File: config.mk
export PLATFORM = sky130hd
export DESIGN_NAME = t2c_move_executor
export DESIGN_NICKNAME = d
export VERILOG_FILES = /design/src/rtl/t2c_maze_pkg.sv /design/src/rtl/t2c_pwm_gen.sv /design/src/rtl/t2c_move_executor.sv
export SDC_FILE = /design/constraint.sdc
export NUM_CORES = 1
export LEC_CHECK = 0
export CORE_MARGIN = 1
export CORE_UTILIZATION = 40
export CTS_CLUSTER_SIZE = 25
export DETAILED_ROUTE_END_ITERATION = 10
export GPL_ROUTABILITY_DRIVEN = 0
export PLACE_DENSITY = 0.65
export SLEW_MARGIN = 30
export SYNTH_ARGS = -nofsm -noshare
export SYNTH_HDL_FRONTEND = slang
export SYNTH_HIERARCHICAL = 1
export SYNTH_SLANG_ARGS = --single-unit
File: constraint.sdc
create_clock -name clk -period 3.35 [get_ports clk]
set_clock_uncertainty 0.2 [all_clocks]
set_input_delay 0.8375 -clock clk [delete_from_list [all_inputs] [get_ports clk]]
set_output_delay 0.8375 -clock clk [all_outputs]
set_load 0.05 [all_outputs]
File: src/rtl/t2c_maze_pkg.sv
// Shared definitions for the maze move executor: move codes, heading
// encoding, grid size and the executor state type.
package t2c_maze_pkg;

   localparam logic [2:0] MV_STOP    = 3'd0;
   localparam logic [2:0] MV_FORWARD = 3'd1;
   localparam logic [2:0] MV_LEFT    = 3'd2;
   localparam logic [2:0] MV_RIGHT   = 3'd3;
   localparam logic [2:0] MV_UTURN   = 3'd4;

   localparam logic [1:0] HEAD_N = 2'd0;
   localparam logic [1:0] HEAD_E = 2'd1;
   localparam logic [1:0] HEAD_S = 2'd2;
   localparam logic [1:0] HEAD_W = 2'd3;

   localparam int unsigned GRID_SIZE = 9;

   typedef enum logic [1:0] {
      StIdle,
      StRotate,
      StAdvance,
      StBrake
   } state_t;

   // A phase length of 0 behaves as a single cycle
   function automatic int unsigned at_least_one(input int unsigned v);
      return (v == 0) ? 1 : v;
   endfunction

endpackage

File: src/rtl/t2c_pwm_gen.sv
// Free-running PWM counter; pwm_on is high for the first PWM_DUTY counts
// of every PWM_PERIOD-cycle period.
module t2c_pwm_gen #(
   parameter int unsigned PWM_PERIOD = 4,
   parameter int unsigned PWM_DUTY   = 3
) (
   input  logic clk,
   input  logic rst_n,
   output logic pwm_on
);

   localparam int unsigned PERIOD = (PWM_PERIOD == 0) ? 1 : PWM_PERIOD;
   localparam int unsigned CW     = (PERIOD > 1) ? $clog2(PERIOD) : 1;
   localparam logic [CW-1:0] LAST = CW'(PERIOD - 1);

   logic [CW-1:0] pwm_cnt;

   // Count 0..PERIOD-1 and wrap
   always_ff @(posedge clk) begin
      if (!rst_n) begin
         pwm_cnt <= '0;
      end else if (pwm_cnt == LAST) begin
         pwm_cnt <= '0;
      end else begin
         pwm_cnt <= pwm_cnt + CW'(1);
      end
   end

   // Duty at or above the period means the motors are never gated off
   assign pwm_on = (PWM_DUTY >= PERIOD) || (32'(pwm_cnt) < PWM_DUTY);

endmodule

File: src/rtl/t2c_move_executor.sv
// Executes one maze move at a time: optional pivot, one-cell advance,
// brake, then reports done and the updated heading/position.
module t2c_move_executor
   import t2c_maze_pkg::*;
#(
   parameter int unsigned FWD_CYCLES   = 8,
   parameter int unsigned TURN_CYCLES  = 4,
   parameter int unsigned UTURN_CYCLES = 8,
   parameter int unsigned BRAKE_CYCLES = 2,
   parameter int unsigned PWM_PERIOD   = 4,
   parameter int unsigned PWM_DUTY     = 3,
   parameter int unsigned START_X      = 4,
   parameter int unsigned START_Y      = 8,
   parameter int unsigned EXIT_X       = 4,
   parameter int unsigned EXIT_Y       = 0
) (
   input  logic       clk,
   input  logic       rst_n,
   input  logic       move_valid,
   input  logic [2:0] move,
   output logic       move_ready,
   output logic       mot_l_en,
   output logic       mot_r_en,
   output logic       mot_l_fwd,
   output logic       mot_r_fwd,
   output logic       done,
   output logic [1:0] heading,
   output logic [3:0] pos_x,
   output logic [3:0] pos_y,
   output logic       at_exit,
   output logic       err_illegal,
   output logic       err_bounds
);

   localparam logic [15:0] FWD_LOAD   = 16'(at_least_one(FWD_CYCLES) - 1);
   localparam logic [15:0] TURN_LOAD  = 16'(at_least_one(TURN_CYCLES) - 1);
   localparam logic [15:0] UTURN_LOAD = 16'(at_least_one(UTURN_CYCLES) - 1);
   localparam logic [15:0] BRAKE_LOAD = 16'(at_least_one(BRAKE_CYCLES) - 1);
   localparam logic [3:0]  GRID_MAX   = 4'(GRID_SIZE - 1);

   state_t      state;
   logic [15:0] phase_cnt;
   logic [2:0]  cur_move;
   logic        pwm_on;
   logic        motion;
   logic [3:0]  step_x;
   logic [3:0]  step_y;
   logic        step_ok;

   t2c_pwm_gen #(
      .PWM_PERIOD(PWM_PERIOD),
      .PWM_DUTY  (PWM_DUTY)
   ) u_pwm (
      .clk   (clk),
      .rst_n (rst_n),
      .pwm_on(pwm_on)
   );

   assign at_exit    = (pos_x == 4'(EXIT_X)) && (pos_y == 4'(EXIT_Y));
   assign move_ready = (state == StIdle) && !at_exit;
   assign motion     = (state == StRotate) || (state == StAdvance);
   assign mot_l_en   = motion && pwm_on;
   assign mot_r_en   = motion && pwm_on;

   // Candidate cell one step along the current heading, and whether it is on the grid
   always_comb begin
      step_x  = pos_x;
      step_y  = pos_y;
      step_ok = 1'b1;
      unique case (heading)
         HEAD_N: if (pos_y == 4'd0) step_ok = 1'b0; else step_y = pos_y - 4'd1;
         HEAD_S: if (pos_y >= GRID_MAX) step_ok = 1'b0; else step_y = pos_y + 4'd1;
         HEAD_E: if (pos_x >= GRID_MAX) step_ok = 1'b0; else step_x = pos_x + 4'd1;
         HEAD_W: if (pos_x == 4'd0) step_ok = 1'b0; else step_x = pos_x - 4'd1;
      endcase
   end

   // Move FSM with registered heading, position, direction, done and error outputs
   always_ff @(posedge clk) begin
      if (!rst_n) begin
         state       <= StIdle;
         phase_cnt   <= '0;
         cur_move    <= MV_STOP;
         done        <= 1'b0;
         mot_l_fwd   <= 1'b0;
         mot_r_fwd   <= 1'b0;
         err_illegal <= 1'b0;
         err_bounds  <= 1'b0;
         heading     <= HEAD_N;
         pos_x       <= 4'(START_X);
         pos_y       <= 4'(START_Y);
      end else begin
         done <= 1'b0;
         unique case (state)
            StIdle: begin
               if (move_valid && move_ready) begin
                  cur_move <= move;
                  case (move)
                     MV_FORWARD: begin
                        state     <= StAdvance;
                        phase_cnt <= FWD_LOAD;
                        mot_l_fwd <= 1'b1;
                        mot_r_fwd <= 1'b1;
                     end
                     MV_LEFT, MV_UTURN: begin
                        state     <= StRotate;
                        phase_cnt <= (move == MV_UTURN) ? UTURN_LOAD : TURN_LOAD;
                        mot_l_fwd <= 1'b0;
                        mot_r_fwd <= 1'b1;
                     end
                     MV_RIGHT: begin
                        state     <= StRotate;
                        phase_cnt <= TURN_LOAD;
                        mot_l_fwd <= 1'b1;
                        mot_r_fwd <= 1'b0;
                     end
                     MV_STOP: done <= 1'b1;
                     default: begin
                        done        <= 1'b1;
                        err_illegal <= 1'b1;
                     end
                  endcase
               end
            end
            StRotate: begin
               if (phase_cnt == '0) begin
                  case (cur_move)
                     MV_LEFT:  heading <= heading + 2'd3;
                     MV_RIGHT: heading <= heading + 2'd1;
                     default:  heading <= heading + 2'd2;
                  endcase
                  state     <= StAdvance;
                  phase_cnt <= FWD_LOAD;
                  mot_l_fwd <= 1'b1;
                  mot_r_fwd <= 1'b1;
               end else begin
                  phase_cnt <= phase_cnt - 16'd1;
               end
            end
            StAdvance: begin
               if (phase_cnt == '0) begin
                  if (step_ok) begin
                     pos_x <= step_x;
                     pos_y <= step_y;
                  end else begin
                     err_bounds <= 1'b1;
                  end
                  state     <= StBrake;
                  phase_cnt <= BRAKE_LOAD;
               end else begin
                  phase_cnt <= phase_cnt - 16'd1;
               end
            end
            StBrake: begin
               if (phase_cnt == '0) begin
                  state <= StIdle;
                  done  <= 1'b1;
               end else begin
                  phase_cnt <= phase_cnt - 16'd1;
               end
            end
         endcase
      end
   end

endmodule

==> reports/qor.yml <==
antenna_found_initial: 0
cts_buffers: 5
pre_cts_ws_ns: 0.157
finalHoldViolations: 0
cts_setup_buffers: 0
nets: 299
design_area_um2: 2620
finalCritPeriodShare_pct: 91.2
synth_ff_type: "dfxtp_1"
grt_max_degree: 16
cts.clk_slew.worst_paths_ns: 0.08
grt_pass1_wl_mm: 7.89
ys_seq_elements: 38
place_area_um2: 2520
async_flop_share_pct: 0
synth.net_count: 271
min_path_type: "reg2reg"
start_kind: "flop"
dr.first_iter.drc_count: 96
die_w_um: 75.7
crit_type: "reg2out"
fp.coreArea_um2: 5170
rsz0062_at_grt: "false"
worst_slack_ns: 0.296
die_area_um2: 5730
cp_max_fo: 4
setup-tns-final_ns: 0
grt_use_total_pct: 18.0
power_density_nw_per_um2: 1080
p_leak_nw: 1.03
post_cts_resize_count: 0
finalSetupViolCount: 0
vias: 1901
fin_cells: 352
cts_tree: "yes"
routed_wl_mm: 4.69
worst_slew_pin_slew_ns: 0.635
clk_path_buf_depth: 2
grt_pass1_vias: 1676
ys_warn_count: 6
num_rows: 26
vias_per_cell: 5.40
syn_area_per_cell_um2: 8.58
wire_per_inst_um: 13.3
worstSetupEndpointType: "primary output"
synth.area.top_cells: "dfxtp_1 35%, ha_1 5.8%, a21oi_1 5.1%"
relSlewSlack_pct: 57.5
antenna_cells: 0
synthCells: 253
start_util_pct: 42.0
slew_violations: 0
cts_root_buf: "clkbuf_8"
arrival_ns: 2.02
drc: 0
final_common_cell: "dfxtp_1"
required_ns: 2.31
outcome: "complete, no violations"
cts_hold_buf: 0
max_freq_mhz: 327
place_inst: 344
syn_area_um2: 2170
yosysSeqAreaShare_pct: 35.0
drtAntennaViolNets: 0
timing.hold.ws_ns: 0.227
finish.utilization_pct: 50.7
synth_top_area_share_pct: 35.0
firstDrtPassIters: 4
overflow: 0
ir_worst_vdd_uv: 688
clkLatencyLatePin_ns: 0.29
syn_to_final_growth_pct: 20.8
max-cap-violations: 0
ioPinCount: 25
min_period_ns: 3.05
drive_above_1_share_pct: 11.7
fill_cells: 510
port_buffers: 24
cts_max_level: 2
synth_edf_count: 0
synth_cell_type_count: 49
hpwl_mm: 3.40
clock_sinks: 38
post-synth-top-area-cell: "dfxtp_1"
die_height_um: 75.7
finalPower_mw: 2.82
mostFrequentLayoutCells: "38 x dfxtp_1, 23 x nor2_1, 22 x a21oi_1, 22 x clkdlybuf4s50_1, 15 x inv_1"
-- area by class of cell --
type                            instances  area (um^2)  share of cell area, %
Timing Repair Buffer                   34          315                   12.0
Sequential cell                        38          761                   29.0
Clock buffer                            7         86.3                   3.29
Inverter                               15         56.3                   2.15
Multi-Input combinational cell        187         1310                   50.0
Clock inverter                          1         5.00                  0.191
Tap cell                               70         87.6                   3.34
-- final timing paths --
path	cells past startpoint	slack [ns]	end	startpoint
max	4	0.30	mot_r_en	state[0]
min	1	0.23	u_pwm/pwm_cnt[0]	u_pwm/pwm_cnt[0]
max reg2reg	8	0.54	pos_x[3]	phase_cnt[0]
min reg2reg	1	0.23	u_pwm/pwm_cnt[0]	u_pwm/pwm_cnt[0]
-- critical path, stage by stage (launching register included) --
cell and delay (ns):
dfxtp_1 0.38, inv_1 0.08, ha_1 0.31, and2_1 0.15
clkdlybuf4s50_1 0.81
-- per-layer routing --
layer	vias up	part of all wire [%]	track usage, %
met5	-	0	0
met4	0	0.47	5.56
met3	2	3.3	3.97
met2	30	46	28.1
met1	883	50	25.0
li1	986	-	-
-- sequential cells by signal, indices dropped and copies added, names as in the netlist --
signal	flops
phase_cnt	16
pos_y	4
u_pwm/pwm_cnt	2
err_illegal	1
mot_r_fwd	1
done	1
heading	2
pos_x	4
cur_move	3
state	2
mot_l_fwd	1
err_bounds	1
-- Yosys cell counts, drive strengths merged (2+ instances only) --
cell type	count
or3	8
mux2i	5
ha	10
xnor2	6
nor4	5
o21ai	8
nand4	4
nor3	2
or4	9
a21o	2
dfxtp	38
o31ai	9
nand3	8
fa	2
nor2b	3
inv	15
nor2	23
nand4b	2
a31oi	4
clkbuf	7
nand2b	4
nand2	11
buf	6
o221a	4
o41ai	2
a21oi	22
or2	3
xor2	5
a21boi	3
a2111oi	2
nor3b	4
a211oi	3
-- cell families (layout without fill, tap and decap cells) --
family | count (synthesis) | in the layout | synth area share [%]
AO/OA/AOI/OAI | 67 | 67 | 20.8
multiplexers | 5 | 5 | 2.31
AND/OR/NAND/NOR | 92 | 92 | 24.4
flip-flops | 38 | 38 | 35.0
buffers and inverters | 28 | 57 | 5.42
adder cells (fa/ha/maj) | 12 | 12 | 7.61
XOR/XNOR | 11 | 11 | 4.44
-- where the power goes --
| part | internal, mW | total (mW) | switching, mW |
|---|---|---|---|
| clock | 0.166 | 0.330 | 0.164 |
| sequential | 0.585 | 0.719 | 0.133 |
| combinational | 0.711 | 1.77 | 1.06 |
| total | 1.46 | 2.82 | 1.36 |
No activity file was read; power rests on OpenSTA's default activity.
